--- src/rtl/regarb_pkg.sv ---
// Shared constants for the register-bank arbiter: FSM encoding, data width,
// owner encoding and the round-robin pick helper.
package regarb_pkg;

    localparam int DATA_W = 8;

    localparam logic [1:0] ST_IDLE   = 2'd0;
    localparam logic [1:0] ST_ACCESS = 2'd1;
    localparam logic [1:0] ST_ACK    = 2'd2;

    localparam logic OWN_A = 1'b0;
    localparam logic OWN_B = 1'b1;

    // On a tie the requester that was not served last wins.
    function automatic logic pick_owner(input logic req_a, input logic req_b,
                                        input logic last_grant);
        if (req_a && req_b) begin
            return ~last_grant;
        end else if (req_a) begin
            return OWN_A;
        end else begin
            return OWN_B;
        end
    endfunction

endpackage

--- src/rtl/reg_bank8.sv ---
// NREGS x 8-bit register bank: one-hot write enables, asynchronous active-low
// clear and a combinational read mux that returns zero outside the bank.
module reg_bank8
    import regarb_pkg::*;
#(
    parameter int NREGS = 8,
    parameter int AW    = 3
) (
    input  logic              clk,
    input  logic              rst_n,
    input  logic [NREGS-1:0]  wr_en,
    input  logic [DATA_W-1:0] wdata,
    input  logic [AW-1:0]     raddr,
    output logic [DATA_W-1:0] rdata
);

    logic [DATA_W-1:0] bank_r [NREGS];

    // Register storage with per-register write enable.
    always_ff @(posedge clk or negedge rst_n) begin
        if (!rst_n) begin
            for (int i = 0; i < NREGS; i++) begin
                bank_r[i] <= 8'h00;
            end
        end else begin
            for (int i = 0; i < NREGS; i++) begin
                if (wr_en[i]) begin
                    bank_r[i] <= wdata;
                end else begin
                    bank_r[i] <= bank_r[i];
                end
            end
        end
    end

    // Read mux, guarded so unpopulated addresses read as zero.
    always_comb begin
        rdata = 8'h00;
        if ({1'b0, raddr} < (AW+1)'(NREGS)) begin
            rdata = bank_r[raddr];
        end else begin
            rdata = 8'h00;
        end
    end

endmodule

--- src/rtl/regbank_arbiter.sv ---
// Two-requester round-robin sequencer in front of a single-port register bank.
// Optional write lock (wr_lock input, err_a/err_b outputs) under REGARB_WRLOCK_EN.
module regbank_arbiter
    import regarb_pkg::*;
#(
    parameter int NREGS = 8,
    parameter int AW    = 3
) (
    input  logic              clk,
    input  logic              reset,
    input  logic              req_a,
    input  logic              we_a,
    input  logic [AW-1:0]     addr_a,
    input  logic [DATA_W-1:0] din_a,
    output logic              ack_a,
    output logic [DATA_W-1:0] dout_a,
    input  logic              req_b,
    input  logic              we_b,
    input  logic [AW-1:0]     addr_b,
    input  logic [DATA_W-1:0] din_b,
    output logic              ack_b,
    output logic [DATA_W-1:0] dout_b
`ifdef REGARB_WRLOCK_EN
    ,
    input  logic              wr_lock,
    output logic              err_a,
    output logic              err_b
`endif
);

    logic [1:0]        state_r;
    logic              last_grant_r;
    logic              owner_r;
    logic              we_r;
    logic [AW-1:0]     addr_r;
    logic [DATA_W-1:0] din_r;
    logic [DATA_W-1:0] rdata_r;
    logic              ack_a_r;
    logic              ack_b_r;
    logic [DATA_W-1:0] dout_a_r;
    logic [DATA_W-1:0] dout_b_r;

    logic              grant_s;
    logic              in_range_s;
    logic              lock_s;
    logic              wr_go_s;
    logic [NREGS-1:0]  wr_en_s;
    logic [DATA_W-1:0] bank_rdata_s;
    logic [DATA_W-1:0] access_data_s;

    assign grant_s = pick_owner(req_a, req_b, last_grant_r);

    // Write-enable decode and the value captured during ACCESS.
    always_comb begin
        in_range_s = ({1'b0, addr_r} < (AW+1)'(NREGS));
        wr_go_s    = (state_r == ST_ACCESS) && we_r && in_range_s && !lock_s;
        if (wr_go_s) begin
            wr_en_s = {{(NREGS-1){1'b0}}, 1'b1} << addr_r;
        end else begin
            wr_en_s = {NREGS{1'b0}};
        end
        if (!in_range_s) begin
            access_data_s = 8'h00;
        end else if (we_r && !lock_s) begin
            access_data_s = din_r;
        end else begin
            access_data_s = bank_rdata_s;
        end
    end

    reg_bank8 #(
        .NREGS (NREGS),
        .AW    (AW)
    ) u_bank (
        .clk   (clk),
        .rst_n (reset),
        .wr_en (wr_en_s),
        .wdata (din_r),
        .raddr (addr_r),
        .rdata (bank_rdata_s)
    );

    // Sequencer: grant and latch in IDLE, access the bank, then acknowledge.
    always_ff @(posedge clk or negedge reset) begin
        if (!reset) begin
            state_r      <= ST_IDLE;
            last_grant_r <= OWN_B;
            owner_r      <= OWN_A;
            we_r         <= 1'b0;
            addr_r       <= {AW{1'b0}};
            din_r        <= 8'h00;
            rdata_r      <= 8'h00;
            ack_a_r      <= 1'b0;
            ack_b_r      <= 1'b0;
            dout_a_r     <= 8'h00;
            dout_b_r     <= 8'h00;
        end else begin
            ack_a_r <= 1'b0;
            ack_b_r <= 1'b0;
            case (state_r)
                ST_IDLE: begin
                    if (req_a || req_b) begin
                        owner_r <= grant_s;
                        we_r    <= (grant_s == OWN_A) ? we_a   : we_b;
                        addr_r  <= (grant_s == OWN_A) ? addr_a : addr_b;
                        din_r   <= (grant_s == OWN_A) ? din_a  : din_b;
                        state_r <= ST_ACCESS;
                    end else begin
                        state_r <= ST_IDLE;
                    end
                end
                ST_ACCESS: begin
                    rdata_r <= access_data_s;
                    state_r <= ST_ACK;
                end
                ST_ACK: begin
                    if (owner_r == OWN_A) begin
                        ack_a_r  <= 1'b1;
                        dout_a_r <= rdata_r;
                    end else begin
                        ack_b_r  <= 1'b1;
                        dout_b_r <= rdata_r;
                    end
                    last_grant_r <= owner_r;
                    state_r      <= ST_IDLE;
                end
                default: begin
                    state_r <= ST_IDLE;
                end
            endcase
        end
    end

    assign ack_a  = ack_a_r;
    assign ack_b  = ack_b_r;
    assign dout_a = dout_a_r;
    assign dout_b = dout_b_r;

`ifdef REGARB_WRLOCK_EN
    logic lock_r;
    logic err_a_r;
    logic err_b_r;

    assign lock_s = lock_r;

    // Lock is sampled with the grant; err flags a suppressed write at ack time.
    always_ff @(posedge clk or negedge reset) begin
        if (!reset) begin
            lock_r  <= 1'b0;
            err_a_r <= 1'b0;
            err_b_r <= 1'b0;
        end else begin
            err_a_r <= 1'b0;
            err_b_r <= 1'b0;
            if ((state_r == ST_IDLE) && (req_a || req_b)) begin
                lock_r <= wr_lock;
            end else if (state_r == ST_ACK) begin
                err_a_r <= lock_r && we_r && (owner_r == OWN_A);
                err_b_r <= lock_r && we_r && (owner_r == OWN_B);
            end else begin
                lock_r <= lock_r;
            end
        end
    end

    assign err_a = err_a_r;
    assign err_b = err_b_r;
`else
    assign lock_s = 1'b0;
`endif

endmodule

--- config.mk ---
export PLATFORM = sky130hd
export DESIGN_NAME = regbank_arbiter
export DESIGN_NICKNAME = d
export VERILOG_FILES = /design/src/rtl/regarb_pkg.sv /design/src/rtl/reg_bank8.sv /design/src/rtl/regbank_arbiter.sv
export SDC_FILE = /design/constraint.sdc
export NUM_CORES = 1
export LEC_CHECK = 0
export CAP_MARGIN = 30
export CORE_UTILIZATION = 64
export CTS_BUF_LIST = sky130_fd_sc_hd__clkbuf_2 sky130_fd_sc_hd__clkbuf_4 sky130_fd_sc_hd__clkbuf_8
export CTS_CLUSTER_SIZE = 28
export DETAILED_ROUTE_END_ITERATION = 10
export GPL_TIMING_DRIVEN = 0
export PLACE_DENSITY = 0.91
export SLEW_MARGIN = 20
export SYNTH_ARGS = -nofsm -noshare
export SYNTH_HDL_FRONTEND = slang
export SYNTH_SLANG_ARGS = --single-unit
--- constraint.sdc ---
create_clock -name clk -period 4.9 [get_ports clk]
set_clock_uncertainty 0.05 [all_clocks]
set_input_delay 0.49 -clock clk [delete_from_list [all_inputs] [get_ports clk]]
set_output_delay 0.49 -clock clk [all_outputs]
set_load 0.02 [all_outputs]
## Word-level counts from Yosys, hierarchy flattened

Cells that the tools add are included.
W data, S select, Z words.

- Reductions and logical operators: 7
- Mux-type cells: 16
- Bitwise operators: 3
- Order comparisons: 1
- Equal/unequal tests: 2
- Shifts and indexed selects: 1

Operators by type and width:

| kind | number |
|---|---|
| $mux W8 | 5 |
| $bmux W8 S3 | 1 |
| $mux W1 | 8 |
| $shl A1 B3 Y8 const A | 1 |
| $reduce_and A2 Y1 | 3 |
| $ge A4 B4 Y1 const B | 1 |
| $not A3 Y4 | 1 |
| $pmux W2 S2 | 1 |
| $mux W3 | 1 |
| $eq A2 B1 Y1 const B | 1 |
| $eq A2 B2 Y1 const B | 1 |
| $logic_and A1 B1 Y1 | 2 |
| $logic_not A2 Y1 | 1 |
| $not A1 Y1 | 2 |
| $logic_or A1 B1 Y1 | 1 |

- Output and inout port bits: 18
- Bits of input ports: 28
- Bits in registers: 106

## Logic depth before layout (Yosys ltp)

Gate-level depths: netlist of run 1.

- Depth in word-level cells: 5
- Depth in mapped cells: 6
- Depth with buffers taken out: 5

## Hierarchy

A second synthesis of run 1 with hierarchy kept.

- Cells, all modules: 334
- Area total of the unflattened synthesis: 4,872.2 um2

By module, submodules not included:

| module | area an instance (um2) | cells an instance | seq. area each (um2) | times used |
|---|---|---|---|---|
| reg_bank8 | 2,902.8 | 165 | 1,601.5 | 1 |
| regbank_arbiter | 1,969.4 | 169 | 1,052.3 | 1 |

## Least setup slack after synthesis of run 1

Ideal clock, no wire load.

- Path type: register to register
- Start point: reg state_r[1]
- End point: reg u_bank.bank_r[10] (netlist name)
- Path slack: 3.206 ns
- Library setup time: 0.125 ns
- Data required time: 4.725 ns
- Clock period less this slack: 1.694 ns
- Buffers on the path: 1
- Arrival time: 1.520 ns
- Stages on the path, launching flop included: 7
- Cell sequence: dfrtp_1 -> nand2b_4 -> buf_6 -> inv_8 -> nand3_4 -> nor2_8 -> mux2_2

- Word-level cells in the longest chain between the ends: 3

RTL lines:

| element | line | source |
|---|---|---|
| start, declared | regbank_arbiter.sv:31 | `logic [1:0] state_r;` |
| start signal, assigned | regbank_arbiter.sv:86 | `state_r <= ST_IDLE;` |
| start signal, assigned | regbank_arbiter.sv:107 | `state_r <= ST_ACCESS;` |
| start signal, assigned | regbank_arbiter.sv:109 | `state_r <= ST_IDLE;` |
| $eq A2 B1 Y1 | regbank_arbiter.sv:56 | `wr_go_s = (state_r == ST_ACCESS) && we_r && in_range_s && !lock_s;` |
| $logic_and A1 B1 Y1 | regbank_arbiter.sv:56 |  |
| $mux W8 | regbank_arbiter.sv:57 | `if (wr_go_s) begin` |
| end signal, assigned by index | reg_bank8.sv:28 | `bank_r[i] <= wdata;` |
| end signal, assigned by index | reg_bank8.sv:30 | `bank_r[i] <= bank_r[i];` |
| end, declared | reg_bank8.sv:17 | `logic [DATA_W-1:0] bank_r [NREGS];` |

No other way between the ends.
A chain may end at the register's enable or synchronous reset.

## Worst setup path after layout of run 1

- Start point: in req_b
- End point: reg addr_r[0]

- Word-level cells in the longest chain between the ends: 3

RTL lines:

| element | line | source |
|---|---|---|
| start, declared | regbank_arbiter.sv:17 | `input logic req_b,` |
| $logic_and A1 B1 Y1 | regarb_pkg.sv:17 | `if (req_a && req_b) begin` |
| $mux W1 | regarb_pkg.sv:17 |  |
| $mux W3 | regbank_arbiter.sv:105 | `addr_r <= (grant_s == OWN_A) ? addr_a : addr_b;` |
| end signal, assigned | regbank_arbiter.sv:90 | `addr_r <= {AW{1'b0}};` |
| end signal, assigned | regbank_arbiter.sv:105 |  |
| end, declared | regbank_arbiter.sv:35 | `logic [AW-1:0] addr_r;` |

Parallel ways exist; a longest one is shown, timed or not.

==> flow_summary.json, run 1 <==
{
  "antenna_found_initial": 0,
  "synth_area_leaders": "dfrtp_1 (55%), mux2_2 (18%), mux2i_1 (6.7%)",
  "layout_common_cells": "dfrtp_1 (105), mux2_2 (75), clkdlybuf4s50_1 (44)",
  "yosysSeqAreaShare": 0.5570,
  "cts_setup_buffers": 0,
  "ys_dominant_reg_cell": "dfrtp_1",
  "drv_slew": 0,
  "start_kind": "input pin",
  "critical_path_arrival_ps": 2150,
  "crit-reg2reg-launch": "state_r[1]$_DFF_PN0_",
  "min_path_type": "register to register",
  "synth.ff_latch_count": 106,
  "gr-total-overflow": 0,
  "p_leak_nw": 2.540,
  "avgSynthCellArea_sq_um": 12.98,
  "grt_pass1_wl_um": 16360,
  "ios": 46,
  "regArea_sq_um": 2654,
  "gp_congestion": 0.8672,
  "finish.utilization": 0.7697,
  "clkTransAtPathRegs_ps": 100,
  "synthArstFlopShare": 1.000,
  "wl_um": 10080,
  "power_mw": 3.556,
  "worst_slew_pin_slew_ps": 571.7,
  "drtIter0Drc": 217,
  "firstDrtPassIters": 4,
  "wl_per_cell_um": 19.05,
  "hold_viol_final": 0,
  "grt_use_total": 0.2883,
  "reg2regPathDepth": 6,
  "layout.nets": 453,
  "grt_pass1_vias": 3244,
  "cts_tree": "built",
  "finalSetupViolCount": 0,
  "die_w_um": 88.28,
  "crit_fanout": 10,
  "clk-insertion-delay-late_ps": 380,
  "num_rows": 31,
  "hold_ws_ps": 417.2,
  "synth.largest_area_cell": "dfrtp_1",
  "synthCells": 367,
  "vias": 3162,
  "cp.required_ps": 5090,
  "period_minus_slack_ps": 1961,
  "syn-cell-area_sq_um": 4765,
  "reg2reg_to": "u_bank.bank_r[33]$_DFFE_PN0P_",
  "fillers": 454,
  "htree_levels": 3,
  "detail-route-antenna-nets": 0,
  "cts_made_buffers": 9,
  "drc": 0,
  "rsz0062_at_grt": "false",
  "die_h_um": 88.28,
  "cp-end-kind": "register",
  "final-instance-count-excl-fill": 529,
  "cts_sinks": 106,
  "layout_commonest_cell": "dfrtp_1",
  "numPortBuffers": 45,
  "fmax_mhz": 510.0,
  "drive_gt1_frac": 0.2814,
  "finalCritPeriodShare": 0.4002,
  "multi_input_area_sq_um": 1979,
  "dp_hpwl_um": 7238,
  "grt_max_degree": 66,
  "synth_top_area_share": 0.5515,
  "yosys_warnings": 0,
  "initial_core_util": 0.6604,
  "placed_cells": 512,
  "via_per_inst": 5.977,
  "ir_worst_vdd_mv": 0.3479,
  "r2r_slack_ps": 2990,
  "root_buffer": "clkbuf_8",
  "syn_to_final_growth_pct": 16.54,
  "clockBufferDepth": 2,
  "crit_start": "req_b",
  "ys_types": 41,
  "status": "finished, final reports clean",
  "critPathKind": "input pin to register",
  "antenna_cells": 0,
  "coreArea_sq_um": 7214,
  "dieArea_sq_um": 7793,
  "timing.slew.headroom": 0.6175,
  "cap_violations": 0,
  "syn-num-nets": 395,
  "endpoint": "addr_r[0]$_DFFE_PN0P_",
  "synth-edff-count": 0,
  "power_density_nw_per_um2": 640.3,
  "hp-start": "last_grant_r$_DFFE_PN1N_"
}
## cells by family after synthesis
kind of cell    Yosys count  share of synthesized area
simple gates             85                     0.1050
mux                     108                     0.2468
flops                   106                     0.5570
buf+inv                  26                    0.02757
compound gates           42                    0.06355
## worst max-delay path: stages
cell and delay [ps]:
clkdlybuf4s50_1 480, inv_1 40, o21ai_1 360, buf_2 380, mux2i_1 290, a21oi_1 110
## layer usage
layer,GRT usage,share of wire,up-vias
met5,0,0,-
li1,-,-,1437
met2,0.4804,0.50,104
met1,0.3574,0.41,1595
met3,0.05504,0.053,26
met4,0.1584,0.032,0
## synthesized netlist by cell type (3+ instances only)
library cell / count
nor2_8: 4
nand3_1: 10
buf_2: 6
a211oi_1: 4
nand2_1: 34
a21oi_1: 12
nor2_1: 15
o22ai_1: 4
dfrtp_1: 105
nor3b_1: 4
buf_4: 3
nand2b_1: 4
clkbuf_1: 4
mux2i_1: 32
o221ai_1: 10
mux2_2: 75
buf_1: 8
## cell type report
| class | instances | area share |
|---|---|---|
| timing repair buffer | 47 | 0.08810 |
| buffer | 22 | 0.01960 |
| inverter | 4 | 0.004056 |
| clock buffer | 10 | 0.02366 |
| tap | 99 | 0.02231 |
| sequential | 106 | 0.4779 |
| clock inverter | 6 | 0.007886 |
| multi-input combinational | 235 | 0.3565 |
## worst min path at each step
| stage | end | slack, ps | cells after the start |
|---|---|---|---|
| finish | last_grant_r$_DFFE_PN1N_ | 420 | 2 |
| detailed placement | owner_r$_DFFE_PN0P_ | 380 | 1 |
| floorplan | ack_a$_DFF_PN0_ | 140 | 0 |
| global route | last_grant_r$_DFFE_PN1N_ | 430 | 2 |
| global placement | last_grant_r$_DFFE_PN1N_ | 400 | 2 |
| CTS | last_grant_r$_DFFE_PN1N_ | 420 | 2 |
## report_power, final
part	switching (mW)	total [mW]	leakage (nW)	internal, mW
logic	0.833	1.56	1.17	0.724
registers	0.226	1.51	1.30	1.28
clock network	0.301	0.491	0.0779	0.190
total	1.36	3.56	2.54	2.20
## state kept, by name (all words and copies together) (netlist names)
name,count
state_r,2
u_bank.bank_r,64
owner_r,1
ack_a,1
dout_b,8
dout_a,8
we_r,1
din_r,8
addr_r,3
rdata_r,8
last_grant_r,1
ack_b,1
## repair_timing
action                    in CTS  in global routing
gates resized for setup        0                  0
hold endpoints to repair      40                  0
hold buffers                   1                  0
## metrics by stage
| step | instance area (sq um) | worst slack [ps] | setup TNS, ps |
|---|---|---|---|
| after floorplan | 4765 | 3206 | 0 |
| after global placement | 5339 | -414.8 | -43090 |
| after detailed placement | 5368 | 2543 | 0 |
| after CTS | 5553 | 2936 | 0 |
| after global routing | 5553 | 2775 | 0 |
| final | 5553 | 2939 | 0 |
(Power assumes the default switching activity.)
==> inputs of run 2 (changes only) <==
- CORE_UTILIZATION: 64 -> 59
- PLACE_DENSITY: 0.91 -> 0.85
- clock period: 4.9 -> 2.1 ns (I/O delays scaled with it)
==> flow_summary.json, run 2 (synthesis gave the netlist of run 1 again) <==
{
  "drive_gt1_frac": 0.2814,
  "min_path_type": "input pin to async pin",
  "reg2regPathDepth": 6,
  "setup_ws_ps": 192.4,
  "clkTransAtPathRegs_ps": 100,
  "fmax_mhz": 524.2,
  "regArea_sq_um": 2654,
  "power_mw": 8.324,
  "timing.slew.headroom": 0.6273,
  "fillers": 550,
  "coreArea_sq_um": 7767,
  "largest_register_ffs": 64,
  "root_buffer": "clkbuf_8",
  "critPathKind": "register to register",
  "placed_cells": 515,
  "ios": 46,
  "finalCritPeriodShare": 0.9084,
  "firstDrtPassIters": 5,
  "cap_violations": 0,
  "start_kind": "register",
  "detail-route-antenna-nets": 0,
  "path_cells": "nand2b_4 > buf_6 > inv_8 > nand3_4 > nor2_8 > mux2_2",
  "clockBufferDepth": 2,
  "grt_max_degree": 55,
  "dp_hpwl_um": 7007,
  "regMostFlops": "u_bank.bank_r",
  "worst_slew_pin_slew_ps": 559.0,
  "cp.required_ps": 2300,
  "path_buf_inv": 2,
  "power_density_nw_per_um2": 1493,
  "drc": 0,
  "layout.nets": 453,
  "cts_sinks": 106,
  "htree_levels": 3,
  "layout_commonest_cell": "dfrtp_1",
  "dp_slack_ps": 33.79,
  "die_w_um": 91.87,
  "drv_slew": 0,
  "period_minus_slack_ps": 1908,
  "die_h_um": 91.87,
  "initial_core_util": 0.6134,
  "cts_tree": "built",
  "antenna_found_initial": 0,
  "crit-reg2reg-launch": "state_r[1]$_DFF_PN0_",
  "gp_congestion": 0.8503,
  "reg2reg_to": "u_bank.bank_r[33]$_DFFE_PN0P_",
  "critical_path_arrival_ps": 2110,
  "cts_setup_buffers": 0,
  "clk-insertion-delay-late_ps": 370,
  "p_leak_nw": 2.563,
  "numPortBuffers": 45,
  "grt_pass1_wl_um": 16080,
  "r2r_slack_ps": 190,
  "cts_made_buffers": 9,
  "grt_pass1_vias": 3210,
  "antenna_cells": 0,
  "max_stage_delay_ps": 440,
  "crit_fanout": 10,
  "hold_viol_final": 0,
  "cp-end-kind": "register",
  "critical_path.top_delay_family": "simple AND/OR/NAND/NOR gates",
  "ir_worst_vdd_mv": 0.9096,
  "multi_input_area_sq_um": 1979,
  "num_rows": 32,
  "drtIter0Drc": 187,
  "syn_to_final_growth_pct": 17.02,
  "wl_per_cell_um": 18.25,
  "rsz0062_at_grt": "false",
  "slowest_stage": "dfrtp_1",
  "hold_ws_ps": 294.6,
  "layout_common_cells": "dfrtp_1 (105), mux2_2 (75), clkdlybuf4s50_1 (44)",
  "fin_tns_setup_ps": 0,
  "via_per_inst": 5.912,
  "gr-total-overflow": 0,
  "status": "finished, final reports clean",
  "wl_um": 9709,
  "finalSetupViolCount": 0,
  "grt_use_total": 0.2484,
  "path_depth": 6,
  "dieArea_sq_um": 8439,
  "final-instance-count-excl-fill": 532,
  "vias": 3145
}
## run 2: layout make-up
type                            count  area share
Clock inverter                      5    0.008752
Timing Repair Buffer               47     0.08775
Multi-Input combinational cell    235      0.3550
Clock buffer                       11     0.02603
Inverter                            4    0.004039
Tap cell                          102     0.02289
Buffer                             22     0.01952
Sequential cell                   106      0.4760
## run 2: metrics by stage
step | area (sq um) | util
detailed placement | 5371 | 0.6915
finish | 5575 | 0.7178
CTS | 5575 | 0.7178
global placement | 5343 | 0.6878
global route | 5575 | 0.7178
floorplan | 4765 | -
## run 2: per-layer routing
metal,share of wire,GRT usage
met1,0.42,0.3191
met2,0.51,0.4241
met3,0.053,0.05307
met4,0.022,0.07422
met5,0,0
## run 2: how the worst max path moves through the flow
stage	from	end	slack, ps
global placement	reset	u_bank.bank_r[24]$_DFFE_PN0P_	-2960
detailed placement	req_b	addr_r[2]$_DFFE_PN0P_	30
floorplan	state_r[1]$_DFF_PN0_	u_bank.bank_r[10]$_DFFE_PN0P_	410
CTS	state_r[1]$_DFF_PN0_	u_bank.bank_r[34]$_DFFE_PN0P_	190
global route	state_r[1]$_DFF_PN0_	u_bank.bank_r[34]$_DFFE_PN0P_	110
finish	state_r[1]$_DFF_PN0_	u_bank.bank_r[33]$_DFFE_PN0P_	190
## run 2: power by group
part / switching, mW / total (mW) / internal (mW)
Combinational: 1.93 / 3.62 / 1.69
Sequential: 0.508 / 3.50 / 2.99
Clock: 0.704 / 1.20 / 0.500
## run 2: what timing repair did
item / CTS / global route
resized for setup: 0 / 0
hold buffers: 1 / 0
endpoints found under the hold margin: 51 / 0
